<file path="src/rtl/channel_select_pkg.sv">
// channel_select_pkg: shared state encoding and sticky error bit positions.
package channel_select_pkg;
  typedef enum logic {SEARCH = 1'b0, LOCKED = 1'b1} state_e;
  localparam int ERR_UNALIGNED = 0;
  localparam int ERR_OVERFLOW  = 1;
  localparam int ERR_W         = 2;
endpackage

</file>
<file path="src/rtl/channel_fifo.sv">
// channel_fifo: first-word fall-through FIFO; full writes succeed only alongside a read.
module channel_fifo #(
  parameter int W         = 33,
  parameter int LOG_DEPTH = 4
) (
  input  logic                 clk,
  input  logic                 rst,
  input  logic                 wr_i,
  input  logic [W-1:0]         wdata_i,
  input  logic                 rd_i,
  output logic [W-1:0]         rdata_o,
  output logic                 empty_o,
  output logic                 full_o,
  output logic [LOG_DEPTH:0]   count_o
);
  logic [W-1:0]           mem_q [2**LOG_DEPTH];
  logic [LOG_DEPTH-1:0]   wp_q, rp_q;
  logic [LOG_DEPTH:0]     cnt_q;
  logic                   do_rd, do_wr;
  always_comb begin
    empty_o = cnt_q == '0;
    full_o  = cnt_q == (LOG_DEPTH+1)'(2**LOG_DEPTH);
    do_rd   = rd_i && !empty_o;
    do_wr   = wr_i && (!full_o || do_rd);
    rdata_o = empty_o ? '0 : mem_q[rp_q];
    count_o = cnt_q;
  end
  always_ff @(posedge clk)
    if (do_wr) mem_q[wp_q] <= wdata_i;
  always_ff @(posedge clk) begin
    if (rst) begin
      wp_q  <= '0;
      rp_q  <= '0;
      cnt_q <= '0;
    end else begin
      wp_q  <= do_wr ? wp_q + 1'b1 : wp_q;
      rp_q  <= do_rd ? rp_q + 1'b1 : rp_q;
      cnt_q <= cnt_q + (LOG_DEPTH+1)'(do_wr) - (LOG_DEPTH+1)'(do_rd);
    end
  end
endmodule

</file>
<file path="src/rtl/channel_select.sv">
// channel_select: locks onto interleaved frames and buffers the selected channel.
module channel_select
  import channel_select_pkg::*;
#(
  parameter int NCH       = 8,
  parameter int LOGNCH    = 3,
  parameter int WDTH      = 32,
  parameter int MWDTH     = 1,
  parameter int LOG_DEPTH = 4
) (
  input  logic               clk,
  input  logic               rst,
  input  logic [WDTH-1:0]    in_data,
  input  logic               in_nd,
  input  logic [MWDTH-1:0]   in_m,
  input  logic               in_first,
  input  logic [LOGNCH-1:0]  sel_channel,
  output logic [WDTH-1:0]    out_data,
  output logic [MWDTH-1:0]   out_m,
  output logic               out_valid,
  input  logic               out_ready,
  output logic [LOG_DEPTH:0] fifo_count,
  output logic               locked,
  output logic               error
);
  state_e              state_q, state_d;
  logic [LOGNCH-1:0]   idx_q, idx_d, sel_q, sel_d, cur_sel, cur_idx;
  logic [ERR_W-1:0]    err_q, err_d;
  logic                first_ok, mid_ok, drop, wr, rd, full, empty;
  always_comb begin
    first_ok = in_nd && in_first;
    mid_ok   = in_nd && !in_first && state_q == LOCKED && idx_q != '0;
    drop     = in_nd && !in_first && state_q == LOCKED && idx_q == '0;
    cur_sel  = first_ok ? sel_channel : sel_q;
    cur_idx  = first_ok ? '0 : idx_q;
    wr       = (first_ok || mid_ok) && cur_sel == cur_idx && int'(cur_sel) < NCH;
    rd       = out_ready && !empty;
    state_d  = first_ok ? LOCKED : drop ? SEARCH : state_q;
    idx_d    = first_ok ? LOGNCH'(1 % NCH) :
               mid_ok   ? (idx_q == LOGNCH'(NCH-1) ? '0 : idx_q + 1'b1) :
               drop     ? '0 : idx_q;
    sel_d    = first_ok ? sel_channel : sel_q;
    err_d    = err_q;
    err_d[ERR_UNALIGNED] = err_q[ERR_UNALIGNED] || drop ||
                           (first_ok && state_q == LOCKED && idx_q != '0);
    err_d[ERR_OVERFLOW]  = err_q[ERR_OVERFLOW] || (wr && full && !rd);
  end
  always_ff @(posedge clk) begin
    if (rst) begin
      state_q <= SEARCH;
      idx_q   <= '0;
      sel_q   <= '0;
      err_q   <= '0;
    end else begin
      state_q <= state_d;
      idx_q   <= idx_d;
      sel_q   <= sel_d;
      err_q   <= err_d;
    end
  end
  channel_fifo #(.W(WDTH+MWDTH), .LOG_DEPTH(LOG_DEPTH)) u_fifo (
    .clk     (clk),
    .rst     (rst),
    .wr_i    (wr),
    .wdata_i ({in_m, in_data}),
    .rd_i    (rd),
    .rdata_o ({out_m, out_data}),
    .empty_o (empty),
    .full_o  (full),
    .count_o (fifo_count)
  );
  assign out_valid = !empty;
  assign locked    = state_q == LOCKED;
  assign error     = |err_q;
endmodule

</file>
<file path="config.mk">
export PLATFORM = sky130hd
export DESIGN_NAME = channel_select
export DESIGN_NICKNAME = d
export VERILOG_FILES = /design/src/rtl/channel_select_pkg.sv /design/src/rtl/channel_fifo.sv /design/src/rtl/channel_select.sv
export SDC_FILE = /design/constraint.sdc
export NUM_CORES = 1
export LEC_CHECK = 0
export ABC_AREA = 0
export CAP_MARGIN = 20
export CORE_MARGIN = 4
export CORE_UTILIZATION = 50
export DETAILED_ROUTE_END_ITERATION = 10
export GPL_ROUTABILITY_DRIVEN = 0
export GPL_TIMING_DRIVEN = 0
export PLACE_DENSITY = 0.66
export SLEW_MARGIN = 20
export SYNTH_ARGS = -nofsm -noshare
export SYNTH_HDL_FRONTEND = slang
export SYNTH_SLANG_ARGS = --single-unit
</file>
<file path="constraint.sdc">
create_clock -name clk -period 3.9 [get_ports clk]
set_clock_uncertainty 0.2 [all_clocks]
set_input_delay 0.78 -clock clk [delete_from_list [all_inputs] [get_ports clk]]
set_output_delay 0.78 -clock clk [all_outputs]
set_load 0.02 [all_outputs]
</file>
# After elaboration in Yosys (flattened, before gate mapping)
# Memory sizes are Yosys's and may differ from the RTL's. A register that Yosys moved wholly into a read port is not among the register bits.
# Index checks and enable logic that the tools add are counted.
[totals]
ff_bits = 22
ram_bits = 528
inputBits = 41
output_inout_bits = 41
elab_cells = 60
memories = 1
[mem_list]
columns = ["name", "depth", "word_bits", "read_ports", "rd_ports_with_merged_regs", "write_ports", "line", "source"]
rows = [
  ["u_fifo.mem_q", 16, 33, 1, 1, 1, "channel_fifo.sv:16", "logic [W-1:0] mem_q [2**LOG_DEPTH];"],
]
[classes]
add_sub_neg = 5
n_eq_ne = 3
n_mux = 13
n_reduce_logical = 30
[ops]
columns = ["cell", "n"]
rows = [
  ["2-to-1 mux 33 bit", 1],
  ["2-to-1 mux 3 bit", 5],
  ["logical AND 1 bit", 13],
  ["adder 4 x 1 -> 4 bit, second input constant", 2],
  ["2-to-1 mux 4 bit", 2],
  ["nonzero test 3 bit", 2],
  ["adder 5 x 1 -> 5 bit", 1],
  ["equality test 5 bit, second input constant", 1],
  ["logical NOT 5 bit", 1],
  ["logical OR 1 bit", 5],
  ["2-to-1 mux 1 bit", 5],
  ["subtractor 5 x 1 -> 5 bit", 1],
  ["logical NOT 1 bit", 4],
  ["nonzero test 2 bit", 2],
  ["OR reduction 2 bit", 2],
  ["adder 3 x 1 -> 3 bit, second input constant", 1],
  ["equality test 3 bit", 1],
  ["equality test 3 bit, second input constant", 1],
  ["logical NOT 3 bit", 1],
]

# Logic depth before layout (Yosys ltp)
# Gate-level depths: netlist (run 1).
[depth]
depth_word = 9
ltp_mapped = 15

# Cells and area by module
# From an unflattened synthesis (run 1), not the netlist that was laid out.
[unflattened]
hier_cells = 983
hier_area_um2 = 21365.5
[modules_own_cells]
columns = ["module", "n_inst", "cells_per_inst", "area_per_inst_um2", "seq_area_each_um2"]
rows = [
  ["channel_fifo", 1, 919, 20848.7, 16195.5],
  ["channel_select", 1, 64, 516.7, 180.2],
]

# Worst setup path before layout (run 1)
# OpenSTA, ideal clock, no wires.
[synth_path]
path_kind = "register -> register"
from = "reg idx_q[0]"
to = "mem u_fifo.mem_q[10][0], enable pin"
setup_time_ns = 0.393
arrival_ns = 2.812
setup_slack_ns = 0.495
stages_incl_launch_ff = 9
path_buffers = 1
cell_sequence = "dfxtp_1 > inv_1 > ha_1 > or3_1 > a2111oi_2 > o211ai_2 > nor2_1 > buf_2 > and3_1"
[synth_between]
elab_chain_len = 7
word_cells_on_any_way = 9
cone_classes = "1 x eq/ne; 3 x mux; 5 x reduce/logical"
[synth_rtl]
columns = ["item", "line", "source"]
rows = [
  ["start: declaration", "channel_select.sv:27", "logic [LOGNCH-1:0] idx_q, idx_d, sel_q, sel_d, cur_sel, cur_idx;"],
  ["start signal: assignment", "channel_select.sv:56", "idx_q <= idx_d;"],
  ["nonzero test 3 bit", "channel_select.sv:32", "mid_ok = in_nd && !in_first && state_q == LOCKED && idx_q != '0;"],
  ["logical AND 1 bit", "channel_select.sv:32", ""],
  ["logical OR 1 bit", "channel_select.sv:36", "wr = (first_ok || mid_ok) && cur_sel == cur_idx && int'(cur_sel) < NCH;"],
  ["logical AND 1 bit *", "channel_select.sv:36", ""],
  ["logical AND 1 bit *", "channel_fifo.sv:24", "do_wr = wr_i && (!full_o || do_rd);"],
  ["net u_fifo.do_wr", "channel_fifo.sv:19", "logic do_rd, do_wr;"],
  ["2-to-1 mux 1 bit *", "channel_fifo.sv:29", "if (do_wr) mem_q[wp_q] <= wdata_i;"],
  ["2-to-1 mux 1 bit (implied by the code) *", "channel_fifo.sv:29", ""],
  ["end: declaration", "channel_fifo.sv:16", ""],
]
# The timed path passes the listed nets; every way through them passes the cells marked *.

==> qor.txt, run 1 <==
Status -> finished, final reports clean
Most frequent standard cell in the layout excluding fill and tap cells -> sky130_fd_sc_hd__edfxtp_1
Combined flip-flop and latch cell area -> 0.0164 mm^2
Critical Path RT -> 2920 ps
Average routed wire per standard cell -> 26.0 um
Area post-placement -> 0.0233 mm^2
Number of DRC markers in iteration 0 -> 920
# IOs -> 82
Footprint of the multi-input gates -> 0.00474 mm^2
Post-synthesis register bit count -> 554
Portion of synthesized cell area occupied by the leading cell type -> 74.3%
Count of port buffers added during placement -> 80
Routed vias -> 10072
Post-Syn Area -> 0.0213 mm^2
Diode count -> 0
Cell type contributing the most total cell area after synthesis -> sky130_fd_sc_hd__edfxtp_1
Unrepaired setup endpoints after global routing -> no
Leakage -> 7.97 nW
Maximum fanout encountered on the critical timing path -> 10
Final non-filler cell total -> 1708
Crit start category -> flip-flop
Initial antenna violation count -> 1
Worst IR Drop VDD -> 0.394 mV
Crit-path slowest cell -> sky130_fd_sc_hd__clkdlybuf4s50_1
Final critical-path setup slack -> 105 ps
Total of fill cells in the finished design -> 2977
# rows -> 75
Maximum Capacitance Violations -> 0
Buffer cell driving the clock tree root -> sky130_fd_sc_hd__clkbuf_16
Delay of the slowest cell on the worst path -> 550 ps
Cell-by-cell listing of the critical path -> clkbuf_8 > buf_2 > mux4_2 > mux2i_1 > o22ai_1 > clkdlybuf4s50_1
Detailed Routing Iterations Pass 1 -> 5
Post-synth EDFFs -> 528
Total number of cells along the worst setup path -> 6
Number of instances in the placed design -> 1609
Post-synthesis average cell area -> 22.0 um^2
Total negative slack for setup checks -> 0 ps
Min-delay worst type -> reg -> reg
Worst R2R Path Depth -> 9
WS Path Type -> reg -> out
Most frequent cells in the layout -> sky130_fd_sc_hd__edfxtp_1 (528), sky130_fd_sc_hd__mux4_2 (132), sky130_fd_sc_hd__mux2i_1 (67)
Drt via density -> 5.90
Fraction of layout instances using a drive strength above 1 -> 25.6%
Max H-tree Level -> 2
Overall fraction of global-route tracks in use -> 19.6%
CP Data Arrival Time -> 2820 ps
Design area -> 0.0253 mm^2
Residual overflow from global routing -> 0
Clock-pin slew reported for the worst setup and hold paths after clock tree synthesis -> 60 ps
Nets -> 1180
Distinct cell type count after synthesis -> 42
Minimum period implied by the final worst setup slack -> 3800 ps
Bufs and invs on worst path -> 3
TritonCTS Sinks -> 554
Asr flop ratio synth -> 0%
Kind of cell adding the most delay to the critical path -> buffers and inverters
Count of final max-slew check failures -> 0
Worst setup timing slack at the placement stage -> -661 ps
CP endpoint kind -> output pin
Final setup fails -> 0
Layout Utilization -> 60.1%
Actual slew at the worst max-slew pin -> 751 ps
Synth-to-Final Area Change -> 18.5%
Worst skew pair latency -> 590 ps
Maximum root-to-sink buffer count -> 3
Vertical extent of the die -> 215 um
Remaining number of nets flagged by the antenna check after routing -> 0
Full die area -> 0.0460 mm^2
WHS -> 250 ps
Predominant post-synthesis flop cell -> sky130_fd_sc_hd__edfxtp_1
Fraction of the yosys area taken by sequential cells -> 76.8%
Final period utilization -> 97.3%
Half-perimeter wire length of the detailed placement result -> 27.4 mm
Reg2reg start -> idx_q[0]$_SDFFE_PP0P_
Total power consumption of the routed design -> 15.5 mW
CTS Buf Count -> 55
Ratio of total power to cell area -> 614 mW/mm^2
Post-CTS setup repair buffer count -> 0
Floorplan die width -> 215 um
Count of synthesis-stage warnings from yosys -> 0
Register-to-register setup slack -> 280 ps
Via count of the first global-routing pass -> 10881
Initial cell density of the core -> 50.7%
Total wire length after detailed routing -> 44.4 mm
Worst slew margin -> 49.9%
Clock tree from TritonCTS -> built
Terminus of the critical flop-to-flop path -> u_fifo.mem_q[6][5]$_DFFE_PP_
CP Capture Point -> out_data[15]
Gate count after technology mapping -> 971
Top area cells in the synthesized netlist -> sky130_fd_sc_hd__edfxtp_1 (74%), sky130_fd_sc_hd__mux4_2 (14%), sky130_fd_sc_hd__mux2i_1 (3.2%)
Remaining DRCs -> 0
First-pass GRT wire length -> 68.3 mm
Achievable clock frequency -> 263 MHz
Final Hold Violating Endpoints -> 0
Syn_nets -> 1027
Largest net degree at the start of global routing -> 24
Floorplan core area -> 0.0420 mm^2
## where the power goes
group	internal [mW]	switching (mW)
clock network	3.11	2.13
registers	6.57	0.0652
logic	1.78	1.87
## sequential cells by signal, summed over array words and instances (netlist names), named ones only
signal          cells
u_fifo.mem_q      528
locked              1
u_fifo.rp_q         4
sel_q               3
u_fifo.wp_q         4
err_q               2
idx_q               3
u_fifo.count_o      5
## worst min-delay path, delay by kind of cell, from the launching register on
| family | cells | cell delay [ps] |
|---|---|---|
| AO/OA/AOI/OAI | 1 | 50 |
| flip-flops | 1 | 300 |
| buffers and inverters | 1 | 40 |
## synth_stat cells (all sizes together), types with 2 or more instances
master and count:
edfxtp 528, mux4 132, mux2i 68, o22ai 33
clkbuf 31, dfxtp 26, buf 21, nor2 19
inv 15, ha 14, and3 12, a21oi 10
nand2 10, and2 6, xor2 6, nand3 4
nor2b 4, or3 3, xnor2 3, mux2 2
nand2b 2, nor3b 2, o21ai 2, o31ai 2
or4b 2
## metal layers
layer | vias up | track usage (%) | part of all wire, %
li1 | 4373 | - | -
met1 | 5319 | 27.4 | 42
met2 | 309 | 32.2 | 50
met3 | 69 | 3.87 | 5.8
met4 | 2 | 5.25 | 2.1
met5 | - | 0 | 0.029
## worst min-delay path by stage
| stage | start | endpoint | cells after the start | slack [ps] |
|---|---|---|---|---|
| floorplan | err_q[1]$_SDFF_PP0_ | err_q[1]$_SDFF_PP0_ | 2 | 220 |
| global placement | err_q[1]$_SDFF_PP0_ | err_q[1]$_SDFF_PP0_ | 2 | 240 |
| detailed placement | err_q[1]$_SDFF_PP0_ | err_q[1]$_SDFF_PP0_ | 2 | 240 |
| CTS | err_q[1]$_SDFF_PP0_ | err_q[1]$_SDFF_PP0_ | 2 | 250 |
| global route | sel_q[1]$_SDFF_PP0_ | sel_q[1]$_SDFF_PP0_ | 2 | 290 |
| finish | err_q[1]$_SDFF_PP0_ | err_q[1]$_SDFF_PP0_ | 2 | 250 |
## cell families (layout without fill, tap and decap cells)
family,count (synthesis),after routing,share of synthesized area [%]
xor gates and xnor gates,9,9,0.370
AOI/OAI and AO/OA,56,56,1.71
and+or+nand+nor,68,68,1.73
muxes,202,202,17.2
adders and majority gates,15,15,0.915
DFF,554,554,76.8
buffers and inverters,67,265,1.26
## layout make-up
class | count | area share (%)
sequential | 554 | 64.8
inverter | 15 | 0.223
timing repair buffer | 99 | 4.87
tap | 539 | 2.67
buffer | 49 | 1.53
multi-input combinational | 350 | 18.7
clock buffer | 70 | 5.96
clock inverter | 32 | 1.18
## repair_timing
| item | 4_1_cts | 5_1_grt |
|---|---|---|
| hold buffers | 0 | 0 |
| endpoints found under the setup margin | 33 | 57 |
| gates resized for setup | 108 | 12 |
Note: power is estimated with default switching activity, not from simulation.
==> run 2: changes to the inputs <==
Settings changed: CORE_MARGIN 4 to default.
==> qor.txt, run 2 (synthesized netlist as in run 1, its figures left out) <==
Total power consumption of the routed design -> 15.3 mW
Maximum Capacitance Violations -> 0
Nets -> 1178
# rows -> 75
Count of final max-slew check failures -> 0
Crit start category -> flip-flop
CTS Buf Count -> 56
Via count of the first global-routing pass -> 10576
Number of flip-flops in the largest register -> 528
Worst R2R Path Depth -> 15
Vertical extent of the die -> 209 um
Unrepaired setup endpoints after global routing -> no
Detailed Routing Iterations Pass 1 -> 5
Remaining number of nets flagged by the antenna check after routing -> 0
Clock tree from TritonCTS -> built
Remaining DRCs -> 0
Worst skew pair latency -> 590 ps
Count of port buffers added during placement -> 80
# IOs -> 82
CP endpoint kind -> output pin
Maximum fanout encountered on the critical timing path -> 10
Internal power consumption -> 11.2 mW
Overall fraction of global-route tracks in use -> 20.6%
WS Path Type -> reg -> out
Total negative slack for setup checks -> 0 ps
Residual overflow from global routing -> 0
Full die area -> 0.0435 mm^2
Routed vias -> 10029
Floorplan die width -> 209 um
Final period utilization -> 97.3%
Largest register by flop count -> u_fifo.mem_q
Met3 Wirelength -> 2.26 mm
Leakage -> 7.90 nW
Half-perimeter wire length of the detailed placement result -> 27.4 mm
Post-CTS setup repair buffer count -> 0
Total of fill cells in the finished design -> 2999
Floorplan core area -> 0.0420 mm^2
Drt via density -> 5.89
Minimum period implied by the final worst setup slack -> 3790 ps
Sequential group share of total power -> 43.5%
Largest net degree at the start of global routing -> 25
Total wire length after detailed routing -> 43.2 mm
Actual slew at the worst max-slew pin -> 627 ps
Min-delay worst type -> reg -> reg
Layout Utilization -> 59.7%
Maximum root-to-sink buffer count -> 3
Part of the total power dissipated in combinational logic -> 23.9%
Synth-to-Final Area Change -> 17.7%
Met2 wire length -> 20.9 mm
Register-to-register setup slack -> 320 ps
Switching power of the nets -> 4.06 mW
Worst setup timing slack at the placement stage -> -746 ps
Final setup fails -> 0
Routed length on met1 -> 19.0 mm
Area post-placement -> 0.0232 mm^2
Number of DRC markers in iteration 0 -> 749
Part of the total power dissipated in the clock network -> 32.6%
TritonCTS Sinks -> 554
Clock-pin slew reported for the worst setup and hold paths after clock tree synthesis -> 60 ps
Most frequent standard cell in the layout excluding fill and tap cells -> sky130_fd_sc_hd__edfxtp_1
First-pass GRT wire length -> 65.5 mm
Ratio of total power to cell area -> 608 mW/mm^2
Diode count -> 0
Hold Path End -> err_q[1]$_SDFF_PP0_
Highest metal used -> met4
Final Hold Violating Endpoints -> 0
Initial antenna violation count -> 1
Max H-tree Level -> 2
Most frequent cells in the layout -> sky130_fd_sc_hd__edfxtp_1 (528), sky130_fd_sc_hd__mux4_2 (132), sky130_fd_sc_hd__mux2i_1 (67)
Design area -> 0.0251 mm^2
Worst slew margin -> 58.2%
Achievable clock frequency -> 264 MHz
Average routed wire per standard cell -> 25.3 um
Hold path cells -> 2
CP Data Arrival Time -> 2810 ps
Buffer cell driving the clock tree root -> sky130_fd_sc_hd__clkbuf_16
Hold_sp -> err_q[1]$_SDFF_PP0_
Final critical-path setup slack -> 106 ps
Worst IR Drop VDD -> 0.441 mV
Net Sw Frac -> 26.6%
Critical Path RT -> 2920 ps
Fraction of layout instances using a drive strength above 1 -> 25.3%
Reg2reg start -> idx_q[0]$_SDFFE_PP0P_
Terminus of the critical flop-to-flop path -> u_fifo.count_o[4]$_SDFF_PP0_
Initial cell density of the core -> 50.7%
Status -> finished, final reports clean
-- run 2: cell types whose count changed in the layout (fill, tap and decap cells not counted), sizes merged, moves of 3 or more --
cell / previous run / this run
buf: 42 / 38
bufinv: 6 / 2
clkinv: 23 / 26
clkinvlp: 3 / 0
-- run 2: repair_timing --
item / CTS / global route
cloned: 0 / 0
endpoints found under the setup margin: 33 / 92
gates resized for setup: 110 / 10
hold buffers: 0 / 0
-- run 2: cell type report --
cell class                      instances  area, um^2  area share (%)
Clock inverter                         30         203           0.808
Multi-Input combinational cell        350        4740            18.9
Timing Repair Buffer                   96        1140            4.56
Sequential cell                       554       16400            65.3
Inverter                               15        56.3           0.224
Tap cell                              539         674            2.69
Buffer                                 49         402            1.60
Clock buffer                           71        1500            5.97
-- run 2: stage by stage --
stage               hold slack, ps  std cells
floorplan                      220        971
global placement               244       1590
detailed placement             260       1606
CTS                            269       1704
global route                   282       1704
finish                         261       1704
-- run 2: worst max path at each step --
| stage | slack [ps] | cells after the start | endpoint | start |
|---|---|---|---|---|
| 2_1_floorplan | 500 | 8 | u_fifo.mem_q[10][0]$_DFFE_PP_ | idx_q[0]$_SDFFE_PP0P_ |
| 3_3_place_gp | -1110 | 7 | u_fifo.mem_q[10][16]$_DFFE_PP_ | in_first |
| 3_5_place_dp | -750 | 7 | out_m | flip-flop |
| 4_1_cts | -10 | 6 | out_data[25] | flip-flop |
| 5_1_grt | 6 | 6 | out_data[25] | flip-flop |
| 6_report | 110 | 6 | out_data[21] | flip-flop |
-- run 2: layer usage --
| metal | vias to the layer above | global-route usage (%) |
|---|---|---|
| li1 | 4375 | - |
| met1 | 5299 | 29.5 |
| met2 | 292 | 32.8 |
| met3 | 63 | 3.56 |
| met4 | 0 | 6.41 |
| met5 | - | 0 |
-- run 2: power groups by stage --
stage	combinational, mW	clock, mW	sequential [mW]
after detailed placement	3.64	0	6.73
after floorplan	2.32	0	6.75
after CTS	3.73	5.07	6.63
after global placement	3.60	0	6.73
after global routing	3.91	5.29	6.64
final	3.64	4.98	6.64
-- run 2: worst max-delay path, cell delays in order (launching register included) --
cell	delay (ps)
sky130_fd_sc_hd__dfxtp_4	420
sky130_fd_sc_hd__clkbuf_16	220
sky130_fd_sc_hd__buf_6	210
sky130_fd_sc_hd__mux4_2	510
sky130_fd_sc_hd__mux2i_1	190
sky130_fd_sc_hd__o22ai_1	120
sky130_fd_sc_hd__clkdlybuf4s50_1	540
==> RTL edit 1: new RTL, flow settings as in run 2 <==
Set the parameter `LOGNCH` to 4 (it was 3).
--- a/src/rtl/channel_select.sv
+++ b/src/rtl/channel_select.sv
@@ -3,7 +3,7 @@
   import channel_select_pkg::*;
 #(
   parameter int NCH       = 8,
-  parameter int LOGNCH    = 3,
+  parameter int LOGNCH    = 4,
   parameter int WDTH      = 32,
   parameter int MWDTH     = 1,
   parameter int LOG_DEPTH = 4
Ports: changed (resized sel_channel); port bits go from 82 to 83. The function was not compared with the original's and may differ.
==> RTL edit 1 against run 2 <==
Design area is 2.6% higher; via count is 3.0% higher; power is 5.5% higher; register-to-register slack better by 0.12 ns; area after synthesis is 0.77% higher; worst hold slack better by 0.0097 ns; sequential cell count is 2 higher; first-iteration DRC count is 13% higher; setup slack worse by 0.098 ns; wire length is 8.5% higher; synthesized cell count is 2.6% lower.
==> RTL edit 1: results (changes against run 2) <==
r2r_setup_slack_ns: 0.44  # was 0.32 ns
slowest_stage: "mux4_2"  # was clkdlybuf4s50_1
hpwl_um: 26900  # was 27400 um
arrival_ns: 2.91  # was 2.81 ns
route.met2.wl_um: 22800  # was 20900 um
min_period_ns: 3.89  # was 3.79 ns
status: "finished clean"  # unchanged
synthTopCellsByArea: "edfxtp_1, mux4_2, dfxtp_1"  # was edfxtp_1, mux4_2, mux2i_1
nFillCells: 2837  # was 2999
r2r-end: "u_fifo.mem_q[6][19]$_DFFE_PP_"  # was u_fifo.count_o[4]$_SDFF_PP0_
first_global_vias: 10626  # was 10576
grt_first_pass_wirelength_um: 68700  # was 65500 um
placed_cell_area_mm2: 0.0234  # was 0.0232 mm^2
power_density_mw_per_mm2: 625  # was 608 mW/mm^2
port_buffers: 81  # was 80
holdCritStartpoint: "sel_q[0]$_SDFF_PP0_"  # was err_q[1]$_SDFF_PP0_
final_layout_size_suffix_gt1_share_pct: 33.8  # was 25.3%
hold_ws_ns: 0.271  # was 0.261 ns
seqPwrFrac_pct: 41.2  # was 43.5%
place_inst: 1593  # was 1606
synthTopCellsByCount: "edfxtp_1, mux4_2, and2_1"  # was edfxtp_1, mux4_2, mux2i_1
gr-usage-met2_pct: 34.9  # was 32.8%
slowest_delay_ns: 0.50  # was 0.54 ns
cts_resized: 220  # was 110
antenna_found_initial: 0  # was 1
hold_end: "sel_q[0]$_SDFF_PP0_"  # was err_q[1]$_SDFF_PP0_
final_nets: 1196  # was 1178
switching_share_pct: 25.8  # was 26.6%
syn_area_per_cell_um2: 22.7  # was 22.0 um^2
vias_per_cell: 6.00  # was 5.89
met3_usage_pct: 3.46  # was 3.56%
drtIter0Drc: 850  # was 749
peakVddDrop_v: 0.000398  # was 0.000441 V
-- RTL edit 1: changes by cell type after synthesis, moves of 3 or more --
cell      delta
mux2i_1     -64
and2_1      +36
mux4_2      +33
o22ai_1     -33
and3_1      -11
buf_6        +8
nor3_1       +8
buf_2        -5
clkbuf_1     -5
nand2_1      +5
nor2_1       +5
buf_1        -3
-- RTL edit 1: layout make-up --
type / count / share of cell area [%]
Sequential cell: 556 / 63.7
Multi-Input combinational cell: 325 / 18.8
Timing Repair Buffer: 139 / 5.74
Clock buffer: 64 / 5.64
Tap cell: 539 / 2.62
Buffer: 47 / 1.88
Clock inverter: 34 / 1.28
Inverter: 17 / 0.248
Antenna cell: 1 / 0.00971
-- RTL edit 1: kinds of logic after synthesis --
| family | share of synthesized area, % |
|---|---|
| multiplexers | 17.5 |
| XOR/XNOR | 0.408 |
| AND/OR/NAND/NOR | 2.67 |
| buffers and inverters | 1.48 |
| flip-flops | 76.4 |
| AO/OA/AOI/OAI | 0.670 |
| adder cells (fa/ha/maj) | 0.850 |
==> RTL edit 2: new RTL, flow settings as in run 2 <==
Without the edit above. Reset style: asynchronous (`rst`), changed in 2 clocked blocks.
--- a/src/rtl/channel_fifo.sv
+++ b/src/rtl/channel_fifo.sv
@@ -27,7 +27,7 @@
   end
   always_ff @(posedge clk)
     if (do_wr) mem_q[wp_q] <= wdata_i;
-  always_ff @(posedge clk) begin
+  always_ff @(posedge clk or posedge rst) begin
     if (rst) begin
       wp_q  <= '0;
       rp_q  <= '0;
--- a/src/rtl/channel_select.sv
+++ b/src/rtl/channel_select.sv
@@ -45,7 +45,7 @@
                            (first_ok && state_q == LOCKED && idx_q != '0);
     err_d[ERR_OVERFLOW]  = err_q[ERR_OVERFLOW] || (wr && full && !rd);
   end
-  always_ff @(posedge clk) begin
+  always_ff @(posedge clk or posedge rst) begin
     if (rst) begin
       state_q <= SEARCH;
       idx_q   <= '0;
Behaviour: differs if rst is asserted again (counterexample within 4 cycles, from zero or initial values and one cycle with rst high); with rst held inactive, the same outputs for 4 cycles.
==> RTL edit 2 against run 2 <==
Largest power group unchanged; power up 15%; design area shrank 1.3%; wire length is 5.0% higher; area after synthesis barely moved; synthesized cell count decreased by 2.8%; sequential cell count shrank 4; largest cell class unchanged; setup slack improved by 0.020 ns.
==> RTL edit 2: results (changes against run 2) <==
arrival_ns: 2.79  # was 2.81 ns
synthTopCellsByArea: "edfxtp_1, mux4_2, mux2i_1"  # unchanged
num_vias: 9882  # was 10029
hpwl_um: 25300  # was 27400 um
endpoint: "out_data[29]"  # was out_data[21]
cts_made_buffers: 55  # was 56
synth_xor_area_share_pct: 0.452  # was 0.370%
slowest_stage: "mux4_2"  # was clkdlybuf4s50_1
synth_compound_area_share_pct: 1.54  # was 1.71%
first_global_vias: 10445  # was 10576
track_usage_pct: 21.6  # was 20.6%
synth_fa_ha_area_share_pct: 0.916  # was 0.915%
nFillCells: 2978  # was 2999
syn_nets: 1000  # was 1027
antenna_found_initial: 3  # was 1
power.leakage_nw: 8.17  # was 7.90 nW
preCtsSetupSlack_ns: -0.142  # was -0.746 ns
avgRoutedWirePerCell_um: 27.2  # was 25.3 um
finalWorstSetupSlack_ns: 0.126  # was 0.106 ns
grt_max_degree: 34  # was 25
relSlewSlack_pct: 38.1  # was 58.2%
rr_startpoint: "u_fifo.count_o[2]$_DFF_PP0_"  # was idx_q[0]$_SDFFE_PP0P_
yosys.cell_types.count: 43  # was 42
status: "finished clean"  # unchanged
final_nets: 1142  # was 1178
r2r-end: "u_fifo.count_o[4]$_DFF_PP0_"  # was u_fifo.count_o[4]$_SDFF_PP0_
grt_first_pass_wirelength_um: 67700  # was 65500 um
drtIter0Drc: 944  # was 749
synthMuxAreaShare_pct: 17.3  # was 17.2%
## RTL edit 2: changes by cell type after synthesis, moves of 6 or more
cell	delta
a21oi_1	-8
dfrtp_1	+22
buf_4	+6
clkbuf_1	-11
nor2_1	-13
dfxtp_1	-26
## RTL edit 2: cell type report
class                      instances  share of cell area, %
tap                              539                   2.72
sequential                       550                   66.2
inverter                          16                  0.242
clock buffer                      69                   5.77
timing repair buffer              86                   3.61
antenna                            1                 0.0101
buffer                            47                   1.42
multi-input combinational        330                   18.9
clock inverter                    30                   1.05
## RTL edit 2: critical path: cells and delay by family (launching register included)
family | cells | cell delay [ns]
AOI/OAI and AO/OA | 1 | 0.14
buffers and inverters | 4 | 0.94
DFF | 1 | 0.35
muxes | 2 | 0.76
## RTL edit 2: report_power, final
part | switching [mW] | internal [mW]
sequential | 0.133 | 6.69
clock | 2.16 | 2.85
combinational | 3.10 | 2.57
total | 5.39 | 12.1
## RTL edit 2: worst min-delay path by stage
stage,from,to,slack [ns],depth (start not counted)
finish,err_q[0]$_DFF_PP0_,err_q[0]$_DFF_PP0_,0.28,1
global route,err_q[0]$_DFF_PP0_,err_q[0]$_DFF_PP0_,0.31,1
CTS,in_first,idx_q[2]$_DFFE_PP0P_,0.28,2
detailed placement,err_q[0]$_DFF_PP0_,err_q[0]$_DFF_PP0_,0.27,1
global placement,err_q[0]$_DFF_PP0_,err_q[0]$_DFF_PP0_,0.26,1
floorplan,err_q[1]$_DFF_PP0_,err_q[1]$_DFF_PP0_,0.23,1
## RTL edit 2: cell families after synthesis
family                   count (synthesis)
buffers and inverters                   64
adder cells (fa/ha/maj)                 15
multiplexers                           203
XOR/XNOR                                11
AND/OR/NAND/NOR                         51
flip-flops                             550
AO/OA/AOI/OAI                           50
## RTL edit 2: per-stage QoR
stage / power [mW] / area, um^2 / util (%) / std cells / hold slack (ns)
4_1_cts: 17.7 / 24800 / 59.0 / 1667 / 0.277
3_3_place_gp: 12.7 / 22800 / 54.3 / 1563 / 0.263
3_5_place_dp: 12.8 / 23000 / 54.7 / 1569 / 0.268
2_1_floorplan: 10.7 / 21300 / - / 944 / 0.234
6_report: 17.5 / 24800 / 59.0 / 1668 / 0.284
5_1_grt: 18.2 / 24800 / 59.0 / 1667 / 0.311
## RTL edit 2: metal layers
layer	vias to the layer above	part of all wire, %	track usage (%)
li1	4260	-	-
met1	5266	43	30.1
met2	275	49	35.3
met3	77	5.0	3.31
met4	4	2.3	7.05
met5	-	0.051	0
## RTL edit 2: timing repair
| action | 4_1_cts | 5_1_grt |
|---|---|---|
| resized for setup | 94 | 4 |
| hold endpoints to repair | 0 | 0 |
| setup endpoints to repair | 33 | 4 |
